<file path="config.mk">
export PLATFORM = sky130hd
export DESIGN_NAME = link_rx_scheduler
export DESIGN_NICKNAME = d
export VERILOG_FILES = /design/src/rtl/link_rx_scheduler_pkg.sv /design/src/rtl/link_rx_scheduler_rr_arb4.sv /design/src/rtl/link_rx_scheduler.sv
export SDC_FILE = /design/constraint.sdc
export NUM_CORES = 1
export LEC_CHECK = 0
export CORE_MARGIN = 3
export CORE_UTILIZATION = 43
export CTS_BUF_LIST = sky130_fd_sc_hd__clkbuf_4
export CTS_CLUSTER_DIAMETER = 30
export DETAILED_ROUTE_END_ITERATION = 16
export GPL_ROUTABILITY_DRIVEN = 1
export PLACE_DENSITY = 0.78
export SYNTH_ARGS = -nofsm -noshare
export SYNTH_HDL_FRONTEND = slang
export SYNTH_SLANG_ARGS = --single-unit
</file>
<file path="constraint.sdc">
create_clock -name clk -period 2.7 [get_ports clk]
set_clock_uncertainty 0.2 [all_clocks]
set_input_delay 0.675 -clock clk [delete_from_list [all_inputs] [get_ports clk]]
set_output_delay 0.675 -clock clk [all_outputs]
set_load 0.1 [all_outputs]
</file>
<file path="src/rtl/link_rx_scheduler_pkg.sv">
// Shared definitions for the link receive scheduler: register map,
// FSM state encoding and link count.
package link_rx_scheduler_pkg;

  localparam int NLINKS = 4;

  localparam logic [3:0] REG_HEAD0  = 4'd0;
  localparam logic [3:0] REG_TAIL0  = 4'd4;
  localparam logic [3:0] REG_ENABLE = 4'd8;
  localparam logic [3:0] REG_STATUS = 4'd9;

  typedef enum logic [1:0] {
    IDLE  = 2'd0,
    POP   = 2'd1,
    WRITE = 2'd2
  } rxState_e;

  // One-hot link select from a link index.
  function automatic logic [NLINKS-1:0] oneHot(input logic [1:0] idx);
    logic [NLINKS-1:0] vec;
    vec      = '0;
    vec[idx] = 1'b1;
    return vec;
  endfunction

endpackage

</file>
<file path="src/rtl/link_rx_scheduler_rr_arb4.sv">
// Four-way round-robin arbiter. Purely combinational: the search starts
// at the requester after last_i and wraps, so last_i has lowest priority.
module rr_arb4
  import link_rx_scheduler_pkg::*;
(
  input  logic [NLINKS-1:0] request_i,
  input  logic [1:0]        last_i,
  output logic [1:0]        grant_o,
  output logic              valid_o
);

  logic [1:0] cand;

  // Scan from the farthest candidate back to last+1 so the nearest requester wins.
  always_comb begin
    grant_o = '0;
    valid_o = 1'b0;
    cand    = '0;
    for (int i = NLINKS; i >= 1; i--) begin
      cand = last_i + 2'(i);
      if (request_i[cand]) begin
        grant_o = cand;
        valid_o = 1'b1;
      end
    end
  end

endmodule

</file>
<file path="src/rtl/link_rx_scheduler.sv">
// Round-robin receive scheduler: pops words from four link endpoints and
// writes them into four per-link ring buffers in node RAM.
module link_rx_scheduler
  import link_rx_scheduler_pkg::*;
#(
  parameter int          DEPTH_LOG2 = 8,
  parameter logic [19:0] BASE       = 20'h01000
) (
  input  logic                   clk,
  input  logic                   resetb,
  input  logic [NLINKS-1:0]      link_dor,
  input  logic [NLINKS-1:0][31:0] link_dout,
  output logic [NLINKS-1:0]      link_cs,
  output logic                   link_rd,
  output logic                   ram_req,
  input  logic                   ram_gnt,
  output logic [19:0]            ram_addr,
  output logic [31:0]            ram_din,
  input  logic                   reg_cs,
  input  logic                   reg_we,
  input  logic [3:0]             reg_addr,
  input  logic [31:0]            reg_wdata,
  output logic [31:0]            reg_rdata
);

  rxState_e              state_q;
  logic [1:0]            grant_q;
  logic [1:0]            last_q;
  logic [DEPTH_LOG2-1:0] head_q [NLINKS];
  logic [DEPTH_LOG2-1:0] tail_q [NLINKS];
  logic [NLINKS-1:0]     enable_q;
  logic [NLINKS-1:0]     link_cs_q;
  logic                  link_rd_q;
  logic                  ram_req_q;
  logic [19:0]           ram_addr_q;
  logic [31:0]           ram_din_q;

  logic [19:0]           ramAddr_d;
  logic [NLINKS-1:0]     full;
  logic [NLINKS-1:0]     eligible;
  logic [1:0]            arbGrant;
  logic                  arbValid;
  logic                  busy;
  logic                  regWrite;
  logic                  unusedWdata;

  assign busy        = (state_q != IDLE);
  assign regWrite    = reg_cs & reg_we;
  assign unusedWdata = ^reg_wdata;

  // A ring is full when advancing head would collide with the CPU's tail.
  always_comb begin
    full = '0;
    for (int n = 0; n < NLINKS; n++) begin
      full[n] = ((head_q[n] + DEPTH_LOG2'(1)) == tail_q[n]);
    end
  end

  assign eligible = link_dor & enable_q & ~full;

  // Ring slot address for the granted link's current head.
  always_comb begin
    ramAddr_d = BASE + (20'(grant_q) << DEPTH_LOG2) + 20'(head_q[grant_q]);
  end

  rr_arb4 uArb (
    .request_i (eligible),
    .last_i    (last_q),
    .grant_o   (arbGrant),
    .valid_o   (arbValid)
  );

  // Transfer FSM: pick a link, pop its word, then hold the RAM write until granted.
  always_ff @(posedge clk or negedge resetb) begin
    if (!resetb) begin
      state_q    <= IDLE;
      grant_q    <= '0;
      last_q     <= 2'd3;
      link_cs_q  <= '0;
      link_rd_q  <= 1'b0;
      ram_req_q  <= 1'b0;
      ram_addr_q <= '0;
      ram_din_q  <= '0;
      for (int n = 0; n < NLINKS; n++) begin
        head_q[n] <= '0;
      end
    end else begin
      case (state_q)
        IDLE: begin
          if (arbValid) begin
            grant_q   <= arbGrant;
            link_cs_q <= oneHot(arbGrant);
            link_rd_q <= 1'b1;
            state_q   <= POP;
          end
        end
        POP: begin
          link_cs_q  <= '0;
          link_rd_q  <= 1'b0;
          ram_din_q  <= link_dout[grant_q];
          ram_addr_q <= ramAddr_d;
          ram_req_q  <= 1'b1;
          last_q     <= grant_q;
          state_q    <= WRITE;
        end
        WRITE: begin
          if (ram_gnt) begin
            head_q[grant_q] <= head_q[grant_q] + DEPTH_LOG2'(1);
            ram_req_q       <= 1'b0;
            state_q         <= IDLE;
          end
        end
        default: state_q <= IDLE;
      endcase
    end
  end

  // CPU-writable registers: tail indices and the per-link enable mask.
  always_ff @(posedge clk or negedge resetb) begin
    if (!resetb) begin
      enable_q <= '0;
      for (int n = 0; n < NLINKS; n++) begin
        tail_q[n] <= '0;
      end
    end else if (regWrite) begin
      if (reg_addr[3:2] == REG_TAIL0[3:2]) begin
        tail_q[reg_addr[1:0]] <= reg_wdata[DEPTH_LOG2-1:0];
      end else if (reg_addr == REG_ENABLE) begin
        enable_q <= reg_wdata[NLINKS-1:0];
      end
    end
  end

  // Register read mux; unmapped indices read as zero.
  always_comb begin
    reg_rdata = '0;
    if (reg_addr[3:2] == REG_HEAD0[3:2]) begin
      reg_rdata = 32'(head_q[reg_addr[1:0]]);
    end else if (reg_addr[3:2] == REG_TAIL0[3:2]) begin
      reg_rdata = 32'(tail_q[reg_addr[1:0]]);
    end else if (reg_addr == REG_ENABLE) begin
      reg_rdata = {28'd0, enable_q};
    end else if (reg_addr == REG_STATUS) begin
      reg_rdata = {27'd0, busy, full};
    end
  end

  assign link_cs  = link_cs_q;
  assign link_rd  = link_rd_q;
  assign ram_req  = ram_req_q;
  assign ram_addr = ram_addr_q;
  assign ram_din  = ram_din_q;

endmodule

</file>
### Word level (Yosys, flattened, before mapping)

Index checks and enable logic that the tools add are counted.

* bits in registers: 132
* input port bits: 173
* output and inout bits: 90
* logic and storage cells: 119

* add/sub/neg operators: 10
* magnitude comparators: 11
* equality and inequality tests: 11
* multiplexer cells: 48
* bitwise gates (word level): 7
* reductions and logical operators: 15

Operators by type and width (number)
* $mux 8: 10
* $bmux 32 s2: 1
* $bwmux 32: 2
* $bmux 8 s2: 3
* $add 8x1->8 const B: 5
* $demux 8 s2: 2
* $eq 8x8->1: 4
* $mux 32: 1
* $lt 2x3->1 const B: 6
* $add 14x8->15: 1
* $add 13x10->14 const A: 1
* $mux 2: 6
* $reduce_and 2->1: 6
* $mux 1: 11
* $mux 5: 2
* $and 4x4->4: 2
* $bmux 1 s2: 4
* $eq 4x4->1 const B: 2
* $pmux 4 s2: 1
* $ge 3x3->1 const B: 2
* $lt 3x1->1 const B: 2
* $not 2->3: 2
* $pmux 2 s3: 1
* $reduce_bool 2->1: 3
* 15 further kinds: 22

### Logic depth before layout (Yosys ltp)

* depth in word-level cells: 16
* mapped depth: 10
* gate-level depth less buffers: 9

### By module

Synthesis repeated with hierarchy kept, for this count alone.

* cells, all modules: 713
* area total of the unflattened synthesis: 7549.7 µm²

By module, submodules not included
* link_rx_scheduler: instances 1, cells each 699, area each 7458.4 µm², seq. area each 3080.5 µm²
* rr_arb4: instances 1, cells each 14, area each 91.3 µm², seq. area each 0.0 µm²

### Worst setup path before layout

No wires, ideal clock.

* path type: input-to-output
* from: in reg_addr[0]
* to: out reg_rdata[2]
* arrival: 3.122 ns
* required time: 1.825 ns
* path slack: -1.297 ns
* stages: 4
* path buffers: 1
* path through: buf_2 > nor4b_1 > a221oi_1 > a21oi_1

* longest elaborated chain between the ends: 6
* elaborated cells between the ends (all ways): 13
* those cells by class: 2 x eq/ne; 10 x mux; 1 x bitwise

RTL lines
* start, declared: RTL line link_rx_scheduler.sv:21 `input logic [3:0] reg_addr,`
* $not 2->3 (not written as such): RTL line link_rx_scheduler.sv:138, link_rx_scheduler.sv:140
* $bmux 8 s2: RTL line link_rx_scheduler.sv:140 `reg_rdata = 32'(tail_q[reg_addr[1:0]]);`
* $mux 8 (not written as such) (2 in series): RTL line link_rx_scheduler.sv:140
* $mux 8: RTL line link_rx_scheduler.sv:139 `end else if (reg_addr[3:2] == REG_TAIL0[3:2]) begin`
* $mux 8 *: RTL line link_rx_scheduler.sv:137 `if (reg_addr[3:2] == REG_HEAD0[3:2]) begin`
* end, declared: RTL line link_rx_scheduler.sv:23 `output logic [31:0] reg_rdata`

Mark *: on every way between the ends. The rest lies on a longest branch, timed or not. The select of a mux whose other input is x is not followed.

### Worst setup path in the final report

* from: reg head_q[25] (netlist name)
* to: out reg_rdata[0]

* longest elaborated chain between the ends: 6

RTL lines
* start, declared: RTL line link_rx_scheduler.sv:29 `logic [DEPTH_LOG2-1:0] head_q [NLINKS];`
* start signal, assigned by index: RTL line link_rx_scheduler.sv:108 `head_q[grant_q] <= head_q[grant_q] + DEPTH_LOG2'(1);`
* $add 8x1->8: RTL line link_rx_scheduler.sv:55 `full[n] = ((head_q[n] + DEPTH_LOG2'(1)) == tail_q[n]);`
* $eq 8x8->1: RTL line link_rx_scheduler.sv:55
* $mux 5: RTL line link_rx_scheduler.sv:143 `end else if (reg_addr == REG_STATUS) begin`
* $mux 5: RTL line link_rx_scheduler.sv:141 `end else if (reg_addr == REG_ENABLE) begin`
* $mux 8: RTL line link_rx_scheduler.sv:139
* $mux 8: RTL line link_rx_scheduler.sv:137

No other way between the ends.

==> results by group <==
Detailed routing
  • DR pass1 iterations: 6
  • Antenna Nets Post-Route: 0
  • M1 wire length: 9750 um
  • DRC Markers: 0
  • Met2 WL post-DR: 12700 um
  • Metal3 WL: 1740 um
  • Post-Route WL: 24900 um
  • Avg WL per Cell: 20.1 um
  • Vias: 6826
  • Starting DRT DRC Count: 524
  • Routed vias/inst: 5.51
  • Max Used Layer: met4

Power
  • Pint: 5840 uW
  • Leak: 0.00495 uW
  • Seq pwr share: 0.253
  • Sw Pwr: 6640 uW
  • Clock Power Share: 0.096
  • Sw Ratio: 0.532
  • PwrDens: 1120 nW/um^2
  • Worst vdd ir: 845 uV
  • Comb power frac: 0.651

Worst setup path
  • FF-to-FF setup slack: -230 ps
  • Critical path fanouts, max: 2
  • Worst path max stage delay: 430 ps
  • Buffers & Inverters on Critical Path: 1
  • Arrival time of the worst setup path: 2610 ps
  • Slowest-stage cell, CP: dfrtp_1
  • WS Path Type: reg -> out
  • Worst path top cell family by delay: compound AO/OA/AOI/OAI gates
  • Worst Path Required: 1820 ps
  • Worst setup SP type: register
  • Crit end category: primary output
  • Cell repeated most along the worst path: a211oi_2
  • Crit-path cells: ha_4, xor2_1, a211oi_2, o31ai_2, a211oi_2, nand2_1, o211ai_1, clkbuf_16

Layout
  • Net count reported at finish: 1178
  • Share of cells above drive strength 1: 0.364
  • Finished Cell Area: 11100 um^2
  • Final Core Density: 0.641
  • Finished Layout Cells: 1239
  • Syn-to-layout area delta: 45.7%

Clocking
  • CTS Root Cell: clkbuf_4
  • CTS tree: done
  • Later-pin clock latency in the skew report: 540 ps
  • Number of buffers created by CTS: 17
  • H-tree depth: 4
  • Clock edge transition at the registers on the reported setup and hold paths: 110 ps
  • Clock buffer depth: 2
  • CTS Sinks: 123

STA
  • Tmin final: 3490 ps
  • Hold_ws: 285 ps
  • Final setup fails: 16
  • Slew headroom: 0.533
  • Unrepaired setup endpoints after global routing: yes
  • Slew Viols, Final: 0
  • Final Hold Viols: 0
  • Tcrit/Tclk final: 1.29
  • Fmax: 287 MHz
  • Actual slew at the worst max-slew pin: 701 ps
  • PnR worst setup slack: -787 ps

Global routing
  • Pin count of the biggest net entering global routing: 39
  • Grt ovf: 0
  • Vias in the first global route: 7058
  • GRT Total Usage: 0.254
  • Global-route wire length before repair: 38800 um
  • Antenna violations before repair: 1

Synthesis
  • Synth async-reset ratio: 1.00
  • Simple-Gate Fraction of Synth Area: 0.164
  • Syn Std Cell Area: 7630 um^2
  • FF+latch count, synth: 123
  • Largest family of logic cells by synthesized area: multiplexers
  • Post-synth top flop: dfrtp_1
  • Cells after synthesis: 707
  • Yosys synthesis warning count: 0
  • Mux cell area share after synthesis: 0.242
  • Synth Area in Adders: 0.00820
  • Syn Area/Cell: 10.8 um^2
  • Distinct cell type count after synthesis: 64
  • Post-synthesis xor/xnor area fraction: 0.0425
  • Post-synth EDFFs: 0
  • Compound-Gate Fraction of Synth Area: 0.0782
  • Sequential area share after synthesis: 0.404

Floorplan
  • Core Area: 17400 um^2
  • Die area: 19400 um^2
  • Die height: 139 um
  • IO Count: 263
  • Row count: 48
  • Initial cell density of the core: 0.440
  • Die width: 139 um

Placement
  • Placed Area: 10400 um^2
  • GP Congestion: 0.904
  • Cells after DPL: 1189
  • Detailed placement HPWL: 18500 um
  • Pre-CTS setup slack: -683 ps
  • Port bufs: 205

Status
  • Failing checks: negative setup slack
  • Status: complete, but fails checks

Job
  • Max-Cap Viols: 0

Min path
  • Hold crit path type: reg -> reg
## registers in the layout, summed over array words and instances (netlist names)
name / flops
enable_q: 4
grant_q: 2
head_q: 32
last_q: 2
link_cs: 4
link_rd: 1
ram_addr: 11
ram_din: 32
ram_req: 1
state_q: 2
tail_q: 32
## layout make-up
cell class                      instances  area (um^2)
Sequential cell                       123         3090
Clock buffer                           20          150
Tap cell                              225          282
Clock inverter                         12          100
Fill cell                            1357         6240
Multi-Input combinational cell        539         4520
Antenna cell                            1         2.50
Inverter                                5         18.8
Timing Repair Buffer                  314         2960
## cell usage in the layout (no fill, tap or decap), drive strengths merged, types with 4 or more instances in the layout
| cell | instances |
|---|---|
| a211oi | 8 |
| a21oi | 22 |
| a31oi | 4 |
| and2 | 4 |
| and3 | 7 |
| and4 | 4 |
| and4b | 5 |
| buf | 166 |
| clkbuf | 21 |
| clkdlybuf4s50 | 144 |
| clkinv | 8 |
| conb | 33 |
| dfrtp | 121 |
| ha | 5 |
| inv | 6 |
| mux2 | 48 |
| mux2i | 4 |
| mux4 | 56 |
| nand2 | 157 |
| nand2b | 12 |
| nand3 | 16 |
| nand4 | 5 |
| nor2 | 27 |
| nor2b | 9 |
| nor3 | 7 |
| o21ai | 25 |
| xnor2 | 21 |
| xor2 | 16 |
## worst min-delay path, stage by stage, from the launching register on
cell and delay, ps:
dfrtp_1 360, nand2_1 50, nand2_1 50
## power by group through the flow
stage          combinational, uW  clock [uW]  sequential (uW)
6_report                    8120        1190             3160
3_5_place_dp                7650           0             3120
5_1_grt                     8540        1300             3230
4_1_cts                     8000        1220             3130
3_3_place_gp                7540           0             3100
2_1_floorplan               3190           0             5320
## layer usage
layer	up-vias	GRT usage
met3	56	0.0543
li1	3069	-
met1	3375	0.327
met2	326	0.427
met4	0	0.0860
met5	-	0
## synthesized netlist by cell type, drive strengths merged (2+ instances only)
library cell	instances	area, um^2
clkbuf	23	100
nor3b	3	22.5
a41oi	3	26.3
a211oi	8	82.6
nand4	5	31.3
o31a	3	26.3
a21oi	22	110
a31oi	4	25.0
xor2	16	140
and4	4	40.0
a41o	3	30.0
mux4	56	1270
nand2	157	589
buf	49	343
inv	5	18.8
nand2b	12	75.1
a32o	3	30.0
and4b	5	50.1
mux2	48	541
o22ai	2	12.5
nand3b	3	26.3
dfstp	2	52.6
and2	4	25.0
or2	3	21.3
ha	5	62.6
nand4b	3	26.3
mux2i	4	40.0
nor2	27	101
nand3	16	80.1
dfrtp	121	3030
o21ai	25	125
a21o	3	22.5
nor3	7	40.0
nor2b	9	56.3
and3	7	46.3
xnor2	21	184
o211ai	3	22.5
a211o	2	17.5
## cell families after synthesis
logic type      count (synthesis)
fa+ha+maj                       5
flops                         123
mux                           108
simple gates                  268
other cells                     1
buf+inv                        77
xor+xnor                       37
compound gates                 88
## path summary, 6_finish.rpt
kind / start / endpoint / depth (start not counted)
worst min-delay path: ram_din[26] / ram_din[26] / 2
max in group asynchronous: resetb / last_q[1] / 3
min in group asynchronous: resetb / head_q[10] / 2
worst min register to register: ram_din[26] / ram_din[26] / 2
worst max register to register: head_q[25] / link_cs[0] / 12
worst max-delay path: head_q[25] / reg_rdata[0] / 8
## stage by stage
| stage | total power [uW] | TNS [ps] |
|---|---|---|
| finish | 12500 | -4870 |
| detailed placement | 10800 | -6270 |
| CTS | 12300 | -3600 |
| global placement | 10600 | -5860 |
| floorplan | 8510 | -3580 |
| global route | 13100 | -6000 |
## timing repair
item	4_1_cts	5_1_grt
pin swaps	48	12
buffers inserted	11	4
resized for setup	67	19
hold buffers	1	0
gates cloned	3	0
setup endpoints to repair	16	16
endpoints found under the hold margin	28	0
No activity file was read; power rests on OpenSTA's default activity.
